===== config.mk =====
export PLATFORM = sky130hd
export DESIGN_NAME = id_ex_pipe
export DESIGN_NICKNAME = d
export VERILOG_FILES = /design/src/rtl/id_ex_pipe.sv
export SDC_FILE = /design/constraint.sdc
export NUM_CORES = 1
export LEC_CHECK = 0
export ABC_AREA = 1
export BUFFER_PORTS_ARGS = -buffer_cell sky130_fd_sc_hd__buf_2
export CAP_MARGIN = 10
export CELL_PAD_IN_SITES_DETAIL_PLACEMENT = 0
export CELL_PAD_IN_SITES_GLOBAL_PLACEMENT = 1
export CORE_MARGIN = 2
export CORE_UTILIZATION = 30
export CTS_BUF_LIST = sky130_fd_sc_hd__clkbuf_4 sky130_fd_sc_hd__clkbuf_8 sky130_fd_sc_hd__clkbuf_16
export DETAILED_ROUTE_END_ITERATION = 8
export PLACE_DENSITY = 0.76
export SLEW_MARGIN = 30
export SYNTH_ARGS = -nofsm -noshare
export SYNTH_HDL_FRONTEND = slang
export SYNTH_SLANG_ARGS = --single-unit

===== constraint.sdc =====
create_clock -name clk -period 4 [get_ports clk]
set_input_delay 0 -clock clk [delete_from_list [all_inputs] [get_ports clk]]
set_output_delay 0 -clock clk [all_outputs]
set_load 0.02 [all_outputs]

===== src/rtl/id_ex_pipe.sv =====
// ID/EX pipeline register with load-use hazard detection, flush bubbles and
// saturating stall/flush event counters.
module id_ex_pipe #(
  parameter int unsigned XLEN  = 32,
  parameter int unsigned CNT_W = 16
) (
  input  logic             clk,
  input  logic             rst,
  input  logic             id_valid,
  input  logic [XLEN-1:0]  id_pc,
  input  logic [XLEN-1:0]  id_rs1_data,
  input  logic [XLEN-1:0]  id_rs2_data,
  input  logic [XLEN-1:0]  id_imm,
  input  logic [4:0]       id_rs1,
  input  logic [4:0]       id_rs2,
  input  logic [4:0]       id_rd,
  input  logic             id_regWrite,
  input  logic             id_memRead,
  input  logic             id_memWrite,
  input  logic             id_memToReg,
  input  logic             id_aluSrc,
  input  logic             id_branch,
  input  logic [3:0]       id_aluOp,
  input  logic             ex_flush,
  output logic             id_ex_valid,
  output logic [XLEN-1:0]  id_ex_pc,
  output logic [XLEN-1:0]  id_ex_rs1_data,
  output logic [XLEN-1:0]  id_ex_rs2_data,
  output logic [XLEN-1:0]  id_ex_imm,
  output logic [4:0]       id_ex_reg_rs1,
  output logic [4:0]       id_ex_reg_rs2,
  output logic [4:0]       id_ex_rd,
  output logic             id_ex_regWrite,
  output logic             id_ex_memRead,
  output logic             id_ex_memWrite,
  output logic             id_ex_memToReg,
  output logic             id_ex_aluSrc,
  output logic             id_ex_branch,
  output logic [3:0]       id_ex_aluOp,
  output logic             pc_write,
  output logic             if_id_write,
  output logic [CNT_W-1:0] stall_cnt,
  output logic [CNT_W-1:0] flush_cnt
);

  logic             r_valid;
  logic [XLEN-1:0]  r_pc, r_rs1_data, r_rs2_data, r_imm;
  logic [4:0]       r_rs1, r_rs2, r_rd;
  logic             r_reg_write, r_mem_read, r_mem_write, r_mem_to_reg, r_alu_src, r_branch;
  logic [3:0]       r_alu_op;
  logic [CNT_W-1:0] r_stall_cnt, r_flush_cnt;

  logic w_load_use;
  logic w_bubble;
  logic w_ctrl_en;

  // Both sources compared regardless of format; x0 is never a hazard source.
  assign w_load_use = id_valid & r_valid & r_mem_read & (r_rd != 5'd0) &
                      ((r_rd == id_rs1) | (r_rd == id_rs2));
  assign w_bubble   = ex_flush | w_load_use;
  assign w_ctrl_en  = id_valid & ~w_bubble;

  always_ff @(posedge clk) begin
    if (rst) begin
      r_valid      <= 1'b0;
      r_pc         <= '0;
      r_rs1_data   <= '0;
      r_rs2_data   <= '0;
      r_imm        <= '0;
      r_rs1        <= '0;
      r_rs2        <= '0;
      r_rd         <= '0;
      r_reg_write  <= 1'b0;
      r_mem_read   <= 1'b0;
      r_mem_write  <= 1'b0;
      r_mem_to_reg <= 1'b0;
      r_alu_src    <= 1'b0;
      r_branch     <= 1'b0;
      r_alu_op     <= '0;
      r_stall_cnt  <= '0;
      r_flush_cnt  <= '0;
    end else begin
      // Datapath fields always follow ID; only valid/control are forced for bubbles.
      r_pc         <= id_pc;
      r_rs1_data   <= id_rs1_data;
      r_rs2_data   <= id_rs2_data;
      r_imm        <= id_imm;
      r_rs1        <= id_rs1;
      r_rs2        <= id_rs2;
      r_rd         <= id_rd;
      r_valid      <= w_ctrl_en;
      r_reg_write  <= w_ctrl_en & id_regWrite;
      r_mem_read   <= w_ctrl_en & id_memRead;
      r_mem_write  <= w_ctrl_en & id_memWrite;
      r_mem_to_reg <= w_ctrl_en & id_memToReg;
      r_alu_src    <= w_ctrl_en & id_aluSrc;
      r_branch     <= w_ctrl_en & id_branch;
      r_alu_op     <= w_ctrl_en ? id_aluOp : 4'd0;
      if (w_load_use && !ex_flush && (r_stall_cnt != {CNT_W{1'b1}})) begin
        r_stall_cnt <= r_stall_cnt + 1'b1;
      end
      if (ex_flush && id_valid && (r_flush_cnt != {CNT_W{1'b1}})) begin
        r_flush_cnt <= r_flush_cnt + 1'b1;
      end
    end
  end

  // A taken branch overrides the stall so the redirect proceeds.
  assign pc_write       = ~(w_load_use & ~ex_flush);
  assign if_id_write    = ~(w_load_use & ~ex_flush);

  assign id_ex_valid    = r_valid;
  assign id_ex_pc       = r_pc;
  assign id_ex_rs1_data = r_rs1_data;
  assign id_ex_rs2_data = r_rs2_data;
  assign id_ex_imm      = r_imm;
  assign id_ex_reg_rs1  = r_rs1;
  assign id_ex_reg_rs2  = r_rs2;
  assign id_ex_rd       = r_rd;
  assign id_ex_regWrite = r_reg_write;
  assign id_ex_memRead  = r_mem_read;
  assign id_ex_memWrite = r_mem_write;
  assign id_ex_memToReg = r_mem_to_reg;
  assign id_ex_aluSrc   = r_alu_src;
  assign id_ex_branch   = r_branch;
  assign id_ex_aluOp    = r_alu_op;
  assign stall_cnt      = r_stall_cnt;
  assign flush_cnt      = r_flush_cnt;

endmodule


==> results by group <==
Worst setup path
  – Worst Reg-to-Reg Cells: 8
  – Critical path class: flop to primary output
  – Critical R2R Capture: flush_cnt[8]$_SDFFE_PP0P_
  – CP startpoint kind: flop
  – Worst path max stage delay: between 400 and 500 ps
  – Worst Path Arrival: 1840 ps
  – Critical-path maximum fanout: 13
  – Worst path most repeated cell: nand2_1
  – Worst EP required: 4000 ps
  – Kind of end point of the critical path: primary output
  – Worst Setup EP: if_id_write
  – CP cell instances: inv_2 -> nand2_1 -> nand2_1 -> nor2_1 -> nand3_1 -> nand2_2 -> nand3_4 -> buf_2
  – CP max stage cell: dfxtp_1
  – Critical Path Source: id_ex_rd[1]$_SDFF_PP0_
  – Flop2flop setup slack: 2200 ps
  – Worst R2R Start: flush_cnt[0]$_SDFFE_PP0P_

STA
  – Rel. slew slack: 43.7%
  – Fmax: 543 MHz
  – Post-route setup TNS: 0 ps
  – Final WS setup: 2160 ps
  – Worst-Margin Slew: between 800 and 900 ps
  – Post-layout min period: ~1800 ps
  – Endpoints failing hold: 0
  – Pins Over Slew Limit: 0
  – Final Cycle Share: between 40 and 50%
  – Clock Skew: 8.27 ps
  – Setup-failing EPs final: 0
  – Unrepaired setup endpoints after global routing: no

Power
  – Reg power frac: 45.6%
  – Net Switching: about 1100 uW
  – Power Internal: 3150 uW
  – VDD IR max: 0.000246 V
  – Pwr Density: around 400 nW/um^2
  – Pleak: 0.00567 uW
  – Sw frac: 26.5%
  – Combinational fraction of design power: around an eighth
  – Clock share of power: 42.3%

Hold path
  – HP Class: input pin to flop
  – Hold path depth: 2

Detailed routing
  – DRC Markers: 0
  – Vias per inst: 3.98
  – Drt first pass iters: 4
  – Total Wirelength: 19900 um
  – Detailed Route Iter0 Violations: 196
  – Wire length per cell: 12.6 um
  – Via count: 6290
  – Antenna-violating nets left: 0

Floorplan
  – Ports: approximately 350
  – Height of the die: 149 um
  – Initial core utilization: between 30 and 40%
  – Row count: 53
  – Core Region: 20800 sq um
  – Die X: 149 um
  – Die Footprint: between 20000 and 25000 sq um

Synthesis
  – Cell Area, Synth: 6320 sq um
  – Count of state elements after synthesis: around 190
  – Largest cells by area after synthesis: dfxtp_1 59%, nor2_1 13%, inv_1 11%
  – Seq/Total Area, Yosys: roughly three fifths
  – Synth top area share: 58.9%
  – Post-synth ARST share: 0%
  – Synth Warn #: 0
  – Synthesized Nets: about 960
  – Post-synth EDFFs: 0
  – Synthesized-area fraction occupied by and/or/nand/nor cells: a little under a quarter
  – Post-synth top flop: dfxtp_1
  – Area leader, netlist: dfxtp_1
  – Syn Inst Count: between 700 and 800
  – Post-Synth Adder-Cell Area: less than 1%
  – Avg Cell Area, Syn: 7.93 sq um
  – Largest family of logic cells by synthesized area: simple AND/OR/NAND/NOR gates
  – Mux share of post-synthesis cell area: 0%
  – Synth Area in XOR/XNOR: less than 1%
  – Compound-Gate Fraction of Synth Area: under 10%
  – Post-synth cell types: 33

Placement
  – DP Wirelength: around 14000 um
  – Placement Setup Slack: 2190 ps
  – Routability cong.: 0.838
  – Port Buffers: 344

Layout
  – Synthesis-to-layout area growth: 65.9%
  – Most frequent cells in the layout: 343 x buf_2, 211 x nor2_1, 187 x inv_1
  – Nets: between 1000 and 1500
  – Layout cells sized above 1: 30.9%
  – Commonest non-fill, non-tap cell in the layout: buf_2

Clocking
  – TritonCTS Sinks: ~190
  – CTS root buffer: clkbuf_16
  – TritonCTS clock tree: built
  – Max clock buf depth: 2
  – H-Tree Depth: 4
  – Setup bufs post-CTS: 0
  – Inserted Clock Buffers: 17
  – Clk_lat worst skew: roughly 420 ps
  – Worst-path clk slew: about 80 ps

Flow run
  – Max_cap viols: 0

Global route
  – Number of global-route vias before repair: 6166
  – Initial antenna violation count: 1
  – Gr usage total: 17.9%
  – First-pass GRT wire length: 31100 um
  – Overflow after GRT: 0
  – Largest net degree at the start of global routing: slightly above 80

Run status
  – Outcome: completed
-- repair_timing --
item	CTS	global route
resized for setup	0	0
endpoints found under the hold margin	155	0
hold buffers	154	0
-- cell usage after synthesis (2+ instances only) --
| cell | count |
|---|---|
| nand3_1 | 15 |
| buf_6 | 2 |
| xor2_1 | 2 |
| o21ai_0 | 12 |
| nor3_2 | 2 |
| nand2_1 | 94 |
| xnor2_1 | 4 |
| inv_1 | 187 |
| nand4_1 | 10 |
| nor2_4 | 5 |
| nor2_2 | 5 |
| nor3_1 | 6 |
| nor2_1 | 211 |
| inv_2 | 5 |
| clkbuf_1 | 18 |
| ha_1 | 2 |
| a21oi_1 | 15 |
| nand2_2 | 2 |
| dfxtp_1 | 186 |
-- state kept, by name, summed over array words and instances (netlist names), 4 cells and up --
register        cells
id_ex_rs2_data     32
id_ex_pc           32
stall_cnt          16
id_ex_aluOp         4
id_ex_reg_rs1       5
id_ex_rs1_data     32
flush_cnt          16
id_ex_reg_rs2       5
id_ex_rd            5
id_ex_imm          32
-- layer usage --
metal  GRT usage, %  vias to the layer above  wire, um
met3           7.95                       46      1920
met5              0                        -         0
met1           20.2                     2743      8030
met4           7.43                        0       611
li1               -                     3289         -
met2           29.5                      212      9380
-- power by group through the flow --
stage | Clock [uW] | Sequential, uW | Combinational [uW]
2_1_floorplan | 0 | 2100 | 105
3_3_place_gp | 0 | 1990 | 397
3_5_place_dp | 0 | 2000 | 399
5_1_grt | 1950 | 1960 | 568
4_1_cts | 1860 | 1950 | 521
6_report | 1810 | 1950 | 520
-- cells by family after synthesis --
group	after synthesis
AOI/OAI and AO/OA	33
xor gates and xnor gates	6
adders and majority gates	2
buffers and inverters	215
DFF	186
and+or+nand+nor	355
-- final cells by class --
class                   instances  area [sq um]
well taps                     275           344
fillers                      1968         10300
repair buffers                500          3280
flip-flops and latches        186          3720
clock inverters                15           220
multi-input cells             396          1770
diodes                          1          2.50
clock buffers                  17           425
inverters                     192           721
-- through the flow --
step	hold slack (ps)	utilization [%]	cell area, sq um	instances	total power (uW)
2_1_floorplan	107	-	6320	797	2210
3_3_place_gp	198	39.9	8300	1395	2390
3_5_place_dp	205	39.9	8300	1395	2390
4_1_cts	77.1	50.4	10500	1581	4330
5_1_grt	110	50.4	10500	1582	4480
6_report	86.3	50.4	10500	1582	4290
-- worst min-delay path by stage --
stage,end,start
finish,id_ex_rs2_data[2]$_SDFF_PP0_,rst
CTS,id_ex_rs2_data[2]$_SDFF_PP0_,rst
floorplan,id_ex_imm[0]$_SDFF_PP0_,id_imm[0]
global route,id_ex_imm[25]$_SDFF_PP0_,rst
detailed placement,id_ex_imm[27]$_SDFF_PP0_,id_imm[27]
global placement,id_ex_pc[9]$_SDFF_PP0_,id_pc[9]
-- worst max-delay path: cells and delay by family (launching register included) --
kind	cells	cell delay (ps)
simple gates	6	710
flops	1	420
buf+inv	2	290
Power figures use the tool's default switching activity.
